<file path="src/rtl/mem_pkg.sv">
// mem_pkg: shared address/data types and read-port timing of the mem block.
package mem_pkg;
    typedef logic [15:1] addr_t;
    typedef logic [15:0] word_t;

    localparam int MEM_RD_LATENCY = 2;

    typedef struct packed {
        logic  valid;
        addr_t addr;
    } stage_t;

    typedef struct packed {
        addr_t pc;
        word_t inst;
    } fetch_t;
endpackage

</file>
<file path="src/rtl/fetch_fifo.sv">
// fetch_fifo: synchronous FIFO with registered count, flush, and a head output
// driven only from storage (a word pushed this cycle is visible next cycle).
module fetch_fifo #(
    parameter int DEPTH = 4,
    parameter int WIDTH = 8
) (
    input  logic                   clk,
    input  logic                   rst_n,
    input  logic                   flush,
    input  logic                   push,
    input  logic                   pop,
    input  logic [WIDTH-1:0]       din,
    output logic [WIDTH-1:0]       dout,
    output logic                   empty,
    output logic [$clog2(DEPTH):0] count
);
    localparam int AW = $clog2(DEPTH);
    localparam logic [AW:0] FULL_C = (AW+1)'(DEPTH);

    logic [WIDTH-1:0] mem [DEPTH];
    logic [AW-1:0]    wptr, rptr;
    logic             do_push, do_pop;

    assign empty   = count == '0;
    assign do_push = push && !flush && count != FULL_C;
    assign do_pop  = pop && !empty;
    // Empty head reads as zero so the presented word is defined after reset and flush.
    assign dout    = empty ? '0 : mem[rptr];

    always_ff @(posedge clk or negedge rst_n) begin
        if (!rst_n) begin
            wptr  <= '0;
            rptr  <= '0;
            count <= '0;
        end else if (flush) begin
            wptr  <= '0;
            rptr  <= '0;
            count <= '0;
        end else begin
            wptr  <= wptr + AW'(do_push);
            rptr  <= rptr + AW'(do_pop);
            count <= count + (AW+1)'(do_push) - (AW+1)'(do_pop);
        end
    end

    always_ff @(posedge clk) begin
        if (do_push) mem[wptr] <= din;
    end
endmodule

</file>
<file path="src/rtl/mem_fetch.sv">
// mem_fetch: sequential word fetcher on one mem read port; tracks in-flight reads
// against the fixed read latency and delivers {addr, data} on a valid/ready stream.
module mem_fetch
    import mem_pkg::*;
#(
    parameter addr_t RESET_PC   = 15'h0000,
    parameter int    FIFO_DEPTH = 4
) (
    input  logic  clk,
    input  logic  rst_n,
    input  logic  redirect,
    input  addr_t redirect_pc,
    output addr_t raddr,
    input  word_t rdata,
    output logic  out_valid,
    input  logic  out_ready,
    output addr_t out_pc,
    output word_t out_inst
);
    localparam int          CW      = $clog2(FIFO_DEPTH) + 1;
    localparam int          LAST    = MEM_RD_LATENCY - 1;
    localparam logic [CW:0] DEPTH_C = (CW+1)'(FIFO_DEPTH);

    addr_t         pc;
    stage_t        stage [MEM_RD_LATENCY];
    logic [CW-1:0] fifo_count, inflight;
    logic [CW:0]   credit;
    logic          issue, push, pop, empty;
    fetch_t        head, tail;

    always_comb begin
        inflight = '0;
        for (int i = 0; i < MEM_RD_LATENCY; i++) inflight = inflight + CW'(stage[i].valid);
    end

    // Credit uses registered counts only: a same-cycle pop frees a slot one cycle later.
    assign credit    = {1'b0, fifo_count} + {1'b0, inflight};
    assign issue     = !redirect && credit < DEPTH_C;
    assign push      = stage[LAST].valid && !redirect;
    assign pop       = out_valid && out_ready;
    assign raddr     = pc;
    assign tail      = {stage[LAST].addr, rdata};
    assign out_valid = !empty;
    assign out_pc    = head.pc;
    assign out_inst  = head.inst;

    always_ff @(posedge clk or negedge rst_n) begin
        if (!rst_n) begin
            pc <= RESET_PC;
            for (int i = 0; i < MEM_RD_LATENCY; i++) stage[i] <= '0;
        end else begin
            pc       <= redirect ? redirect_pc : issue ? pc + 15'd1 : pc;
            stage[0] <= '{valid: issue, addr: pc};
            for (int i = 1; i < MEM_RD_LATENCY; i++) stage[i] <= redirect ? '0 : stage[i-1];
        end
    end

    fetch_fifo #(
        .DEPTH(FIFO_DEPTH),
        .WIDTH($bits(fetch_t))
    ) u_fifo (
        .clk  (clk),
        .rst_n(rst_n),
        .flush(redirect),
        .push (push),
        .pop  (pop),
        .din  (tail),
        .dout (head),
        .empty(empty),
        .count(fifo_count)
    );
endmodule
</file>
<file path="config.mk">
export PLATFORM = sky130hd
export DESIGN_NAME = mem_fetch
export DESIGN_NICKNAME = d
export VERILOG_FILES = /design/src/rtl/mem_pkg.sv /design/src/rtl/fetch_fifo.sv /design/src/rtl/mem_fetch.sv
export SDC_FILE = /design/constraint.sdc
export NUM_CORES = 1
export LEC_CHECK = 0
export CORE_AREA = 2 2 121 123
export CTS_BUF_LIST = sky130_fd_sc_hd__clkbuf_4 sky130_fd_sc_hd__clkbuf_8
export DETAILED_ROUTE_END_ITERATION = 10
export DIE_AREA = 0 0 123 125
export GPL_ROUTABILITY_DRIVEN = 0
export PLACE_DENSITY = 0.72
export SLEW_MARGIN = 20
export SYNTH_ARGS = -nofsm -noshare
export SYNTH_HDL_FRONTEND = slang
export SYNTH_HIERARCHICAL = 1
export SYNTH_SLANG_ARGS = --single-unit
</file>
<file path="constraint.sdc">
create_clock -name clk -period 6.5 [get_ports clk]
set_clock_uncertainty 0.2 [all_clocks]
set_input_delay 1.3 -clock clk [delete_from_list [all_inputs] [get_ports clk]]
set_output_delay 1.3 -clock clk [all_outputs]
set_load 0.01 [all_outputs]
</file>
-- After elaboration in Yosys (flattened, before gate mapping)
Memories as Yosys holds them, arrays and structs flattened.
Cells that the tools add are included.
W data, S select, Z words.
- logic and storage cells: 37
- output and inout bits: 47
- memories: 1
- flip-flop bits (word level): 54
- memory bits (writable): 124
- bits of input ports: 35
- memory list (memory ; depth ; bits a word ; read ports ; clocked after memory_dff ; wr ports ; RTL line ; text):
    u_fifo.mem ; 4 ; 31 ; 1 ; 0 ; 1 ; fetch_fifo.sv:20 ; logic [WIDTH-1:0] mem [DEPTH];
- magnitude comparators: 1
- add/subtract/negate cells: 7
- reductions and logical operators: 10
- muxes and demuxes: 9
- equal/unequal tests: 1
- operators by type and width (operator ; number):
    $mux W31 ; 1
    $mux W15 ; 2
    $mux W16 ; 1
    $add A15 B1 Y15 const B ; 1
    $logic_and A1 B1 Y1 ; 6
    $add A2 B1 Y2 ; 2
    $add A3 B2 Y4 ; 1
    $lt A4 B3 Y1 const B ; 1
    $mux W2 ; 2
    $add A3 B1 Y3 ; 1
    $logic_not A3 Y1 ; 1
    $mux W3 ; 1
    $ne A3 B3 Y1 const B ; 1
    $sub A3 B1 Y3 ; 1
    $add A1 B1 Y2 ; 1
    $logic_not A1 Y1 ; 2
    $mux W1 ; 2
    $reduce_bool A2 Y1 ; 1

-- Depth between registers and ports, before layout
Gate-level depths: netlist (run 1).
- depth in word-level cells: 7
- mapped depth: 12
- depth with buffers taken out: 11

-- Cells and area by module
The synthesis (run 1) kept the hierarchy.
- by module, submodules not included (module ; instances ; area each (µm²) ; cells each ; seq. area each (µm²)):
    fetch_fifo ; 1 ; 5079.9 ; 230 ; 3898.7
    mem_fetch ; 1 ; 1873.0 ; 161 ; 1176.1

-- Worst setup path after synthesis (run 1)
OpenSTA, ideal clock, no wires.
- path kind: in2reg
- from: input redirect
- to: memory u_fifo/mem[1][0] (netlist name) (enable)
- required time: 5.792 ns
- slack: 0.762 ns
- arrival: 5.030 ns
- cell stages on the path: 4
- path buffers: 1
- cells stage by stage: clkbuf_1 -> nor2b_1 -> nand2b_1 -> nor4b_1
- word-level cells in the longest chain between the ends: 6
- ends and longest elaborated chain (element ; RTL line ; text):
    start: declaration ; mem_fetch.sv:11 ; input logic redirect,
    $logic_not A1 Y1 ; mem_fetch.sv:39 ; assign push = stage[LAST].valid && !redirect;
    $logic_and A1 B1 Y1 ; mem_fetch.sv:39 ;
    net push ; mem_fetch.sv:28 ; logic issue, push, pop, empty;
    $logic_and A1 B1 Y1 (2 in series) ; fetch_fifo.sv:25 ; assign do_push = push && !flush && count != FULL_C;
    $mux W1 ; fetch_fifo.sv:47 ; if (do_push) mem[wptr] <= din;
    $mux W1 (not written as such) ; fetch_fifo.sv:47 ;
    end: declaration ; fetch_fifo.sv:20 ;
The timed path passes the listed nets, and every way through them passes these cells.

-- Worst setup path in the final report (run 1)
- from: register u_fifo.count[1]
- to: output out_pc[9]
- word-level cells in the longest chain between the ends: 2
- ends and longest elaborated chain (element ; RTL line ; text):
    start: declaration ; fetch_fifo.sv:15 ; output logic [$clog2(DEPTH):0] count
    start signal: assignment ; fetch_fifo.sv:42 ; count <= count + (AW+1)'(do_push) - (AW+1)'(do_pop);
    $logic_not A3 Y1 ; fetch_fifo.sv:24 ; assign empty = count == '0;
    $mux W31 ; fetch_fifo.sv:28 ; assign dout = empty ? '0 : mem[rptr];
    end: declaration ; mem_fetch.sv:17 ; output addr_t out_pc,
Every way passes these cells.

==> impl_metrics.ini, run 1 <==
[routing]
firstDrtPassIters = 5
drtIter0Drc = 249
routedWlPerCell_um = 17.7
ant_nets = 0
vias = 3654
route.detailed.drc = 0
via_per_inst = 5.39
wl_um = 12000

[floorplan]
start_util_pct = 49.0
die_y_um = 125
fp.dieW_um = 123
row_count = 44
pin_count = 82
die_area_sq_um = 15400
core-area_sq_um = 14200

[sta]
timing.fmax_mhz = 241
finalSetupViolations = 0
hold_viol = 0
rsz0062_at_grt = no
period_share_pct = 63.8
slew_violations = 0
min_period_ns = 4.15
tightest_slew_ns = 1.09
maxSlewHeadroom_pct = 27.4
setup_tns_ns = 0

[critical_path]
cp_max_fo = 33
worstPathRequired_ns = 5.00
crit_path_start_kind = register
slowest_stage = or3_1
critical-path-top-delay-family = simple AND/OR/NAND/NOR gates
slowest_delay_ns = 0.87
critPathKind = reg -> out
path_cells = or3_1 -> and2_1 -> clkdlybuf4s50_1
crit_path_end_kind = primary output
worst-path-buf-inv = 1
cp.arrival_ns = 2.65

[final_layout]
stdcell_count = 678
antennaDiodeCount = 0
drive_above_1_share_pct = 15.4
nNetsFinal = 523
syn2layout_area_growth_pct = 20.9

[yosys]
netlist_area_sq_um = 6950
synth_area_leaders = edfxtp_1 (54%), dfrtp_1 (19%), mux4_2 (9.7%), and2_1 (3.0%), nor2b_1 (2.0%)
ys_ff_latch = 178
synth_top_area_cell = edfxtp_1
yosysMostFrequentCell = edfxtp_1
yosysWarnings = 6
avgSynthCellArea_sq_um = 17.8
yosysUniqueCellTypes = 46
synth-async-reset-ratio_pct = 30.3
yosysSeqAreaShare_pct = 73.0
netlist_top_cells_count = edfxtp_1 (124), dfrtp_1 (54), and2_1 (33), mux4_2 (30), nor2b_1 (22)
syn_inst = 391
synth_top_area_share_pct = 53.6
synth-main-ff-cell = edfxtp_1
syn_nets = 433
synth_edf_count = 124

[clock_network]
clk_latency_ns = 0.44
ctsResizeCount = 0
hold_buffers = 0
clockRootBuffer = clkbuf_8
postCtsSetupBuffers = 0
cts_inserted_buffers = 17
cts_tree = built
htreeDepth = 4
cts_max_path_buffers = 2
clock-sinks = 178
clk_pin_slew_worst_paths_ns = 0.08

[status]
status = complete, no violations

[placement]
place_inst = 646
hpwl_um = 7030
port_buffers = 81

[grt]
overflow = 0
groute.usage.overall_pct = 16.5
grt_antenna_before_repair = 0
grt_pass1_wl_um = 18900
grt_max_degree = 55
grt_pass1_vias = 3773

[run]
drv_cap = 0

[power_and_ir_drop]
powerDensity_nw_per_um2 = 264
power.total_mw = 2.22
max-vdd-ir-drop_mv = 0.138
leakage_nw = 2.91

[hold_path]
hold_path_class = reg -> reg
cell usage in the layout, fill, tap and decap left out, types with 8 or more instances in the layout:
cell	count
a31oi_1	9
dfrtp_1	53
nor2b_1	22
mux4_2	30
and2_1	33
clkbuf_8	20
inv_1	8
nor2_1	16
clkdlybuf4s50_1	80
nand2_1	8
o31ai_1	8
or4_1	8
edfxtp_1	124
power breakdown:
group | leakage (nW) | internal [mW] | switching, mW
clock | 0.217 | 0.435 | 0.351
sequential | 1.78 | 1.25 | 0.0307
combinational | 0.916 | 0.0815 | 0.0714
state kept, by name (all words and copies together) (netlist names):
signal and count:
u_fifo/mem 124, stage 32, raddr 15, u_fifo/count 3
u_fifo/rptr 2, u_fifo/wptr 2
logic make-up (layout without fill, tap and decap cells):
| group | Yosys count | in the layout | share of synthesized area [%] |
|---|---|---|---|
| and+or+nand+nor | 109 | 109 | 9.20 |
| adders and majority gates | 7 | 7 | 1.37 |
| muxes | 32 | 32 | 10.2 |
| DFF | 178 | 178 | 73.0 |
| buffers and inverters | 26 | 129 | 1.94 |
| xor gates and xnor gates | 6 | 6 | 0.954 |
| AOI/OAI and AO/OA | 33 | 33 | 3.31 |
layer usage:
metal  track usage, %  wire length, um
met5                0                0
met4             6.48              161
met3             4.79              708
met2             25.5             5870
met1             22.2             5260
final timing paths:
kind                                  from              end  slack (ns)  cells after the start
max                        u_fifo/count[1]        out_pc[9]        2.35                      3
min                              raddr[11]        stage[27]        0.25                      0
max reg2reg                u_fifo/count[1]  u_fifo/count[2]        3.26                     11
min reg2reg                      raddr[11]        stage[27]        0.25                      0
max in group asynchronous            rst_n   u_fifo/rptr[0]        4.84                      2
min in group asynchronous            rst_n         raddr[1]        0.76                      2
through the flow:
stage          hold WS, ns  setup slack, ns  area, sq um  util [%]
6_report             0.249             2.35         8400      59.2
5_1_grt              0.256             2.13         8400      59.2
4_1_cts              0.245             2.26         8400      59.2
3_5_place_dp         0.224             2.33         7980      56.2
3_3_place_gp         0.224             2.39         7980      56.1
2_1_floorplan        0.234            0.762         6950         -
final cells by class:
cell class                 count  area (sq um)
multi-input combinational    187          1780
clock inverter                 6           105
clock buffer                  26           320
sequential                   178          5080
fill                        1091          5800
inverter                       9          33.8
timing repair buffer          88           858
tap                          184           230
No activity file was read; power rests on OpenSTA's default activity.
==> run 2: changes to the inputs <==
--- a/config.mk
+++ b/config.mk
@@ -10,7 +10,7 @@
 export DETAILED_ROUTE_END_ITERATION = 10
 export DIE_AREA = 0 0 123 125
 export GPL_ROUTABILITY_DRIVEN = 0
-export PLACE_DENSITY = 0.72
+export PLACE_DENSITY = 0.75
 export SLEW_MARGIN = 20
 export SYNTH_ARGS = -nofsm -noshare
 export SYNTH_HDL_FRONTEND = slang
==> constraint.sdc (replaced) <==
create_clock -name clk -period 3.3 [get_ports clk]
set_clock_uncertainty 0.2 [all_clocks]
set_input_delay 0.66 -clock clk [delete_from_list [all_inputs] [get_ports clk]]
set_output_delay 0.66 -clock clk [all_outputs]
set_load 0.01 [all_outputs]
==> impl_metrics.ini, run 2 (synthesized netlist as in run 1, its figures left out) <==
[status]
status = complete, no violations

[grt]
grt_max_degree = 37
overflow = 0
groute.usage.overall_pct = 17.0
grt_antenna_before_repair = 0
grt_pass1_wl_um = 19700
grt_pass1_vias = 3896

[floorplan]
die_area_sq_um = 15400
row_count = 44
pin_count = 82
core-area_sq_um = 14200
die_y_um = 125
start_util_pct = 49.0
fp.dieW_um = 123

[clock_network]
clk_pin_slew_worst_paths_ns = 0.09
cts_inserted_buffers = 17
htreeDepth = 4
postCtsSetupBuffers = 0
clk_latency_ns = 0.44
cts_max_path_buffers = 2
clock-sinks = 178
cts_tree = built
clockRootBuffer = clkbuf_8

[critical_path]
worstPathRequired_ns = 2.44
worst-path-buf-inv = 2
crit_path_start_kind = register
path_cells = buf_12 -> mux4_2 -> and2_1 -> clkdlybuf4s50_1
slowest_stage = clkdlybuf4s50_1
critPathKind = reg -> out
reg2reg_from = u_fifo/count[1]
cp.arrival_ns = 2.30
critPathLaunch = u_fifo/rptr[0]
critical-path-top-delay-family = buffers and inverters
slowest_delay_ns = 0.52
crit_path_end_kind = primary output
r2r-end = u_fifo/count[2]
r2r_slack_ns = 0.65
cp_max_fo = 16
r2r_cells = 11

[sta]
min_period_ns = 3.16
maxSlewHeadroom_pct = 55.1
slew_violations = 0
timing.fmax_mhz = 316
finalSetupViolations = 0
setup_ws_ns = 0.140
rsz0062_at_grt = no
hold_viol = 0
tightest_slew_ns = 0.672
period_share_pct = 95.8

[final_layout]
largest_reg_flops = 124
stdcell_count = 690
antennaDiodeCount = 0
drive_above_1_share_pct = 17.8
regMostFlops = u_fifo/mem
final_cell_mix = edfxtp_1 (124), clkdlybuf4s50_1 (79), dfrtp_1 (51)
syn2layout_area_growth_pct = 23.0
final_common_cell = edfxtp_1
fillers = 1085
nNetsFinal = 535

[placement]
place_inst = 656
hpwl_um = 7860
port_buffers = 81
pre_cts_ws_ns = 0.172

[routing]
via_per_inst = 5.42
firstDrtPassIters = 4
wl_um = 12400
routedWlPerCell_um = 18.0
vias = 3741
ant_nets = 0
drtIter0Drc = 265
route.detailed.drc = 0

[hold_path]
hold_path_class = reg -> reg
min_to = stage[9]
hp-start = stage[25]
min_path_cells = 1

[run]
drv_cap = 0

[power_and_ir_drop]
powerDensity_nw_per_um2 = 506
leakage_nw = 2.98
max-vdd-ir-drop_mv = 0.283
-- run 2: cell types whose count changed in the layout (fill, tap and decap cells not counted), sizes merged --
cell           delta
buf              +10
clkbuf            -7
clkinv            +4
clkinvlp          +4
clkdlybuf4s50     -1
dlygate4sd3       +1
dlymetal6s2s      +1
-- run 2: final cells by class --
class                      instances  area, sq um  share of cell area, %
clock inverter                    14          164                   1.92
clock buffer                      18          248                   2.90
multi-input combinational        187         1800                   21.1
inverter                           9         33.8                  0.395
timing repair buffer             100          996                   11.6
sequential                       178         5080                   59.4
tap                              184          230                   2.69
-- run 2: report_power, final --
| group | switching, mW | internal [mW] |
|---|---|---|
| combinational | 0.143 | 0.166 |
| sequential | 0.0621 | 2.47 |
| clock | 0.730 | 0.762 |
-- run 2: how the worst max path moves through the flow --
stage | end | slack (ns) | cells past startpoint
after floorplan | u_fifo/mem[0][0] | -0.32 | 4
after global placement | u_fifo/count[2] | 0.27 | 11
after detailed placement | u_fifo/count[2] | 0.17 | 11
after CTS | out_pc[14] | 0.04 | 4
after global routing | out_pc[13] | 0.009 | 4
final | out_pc[13] | 0.14 | 4
-- run 2: repair_timing --
action,4_1_cts,5_1_grt
setup endpoints to repair,1,3
hold endpoints to repair,18,0
pin swaps,0,0
resized for setup,1,2
cloned,0,1
hold buffers,1,0
-- run 2: through the flow --
step	util (%)	hold slack [ns]	setup TNS (ns)	total power, mW	cell area (sq um)
after floorplan	-	0.164	-19.97	2.70	7000
after global placement	57.0	0.225	0	2.87	8100
after detailed placement	57.0	0.230	0	2.89	8100
after CTS	60.0	0.253	0	4.37	8520
after global routing	60.2	0.280	0	4.51	8550
final	60.2	0.258	0	4.33	8550
-- run 2: per-layer routing --
layer / up-vias / global-route usage, % / wire (um)
li1: 1706 / - / -
met1: 1889 / 23.0 / 5500
met2: 132 / 26.9 / 6020
met3: 14 / 4.56 / 695
met4: 0 / 5.95 / 175
met5: - / 0 / 0
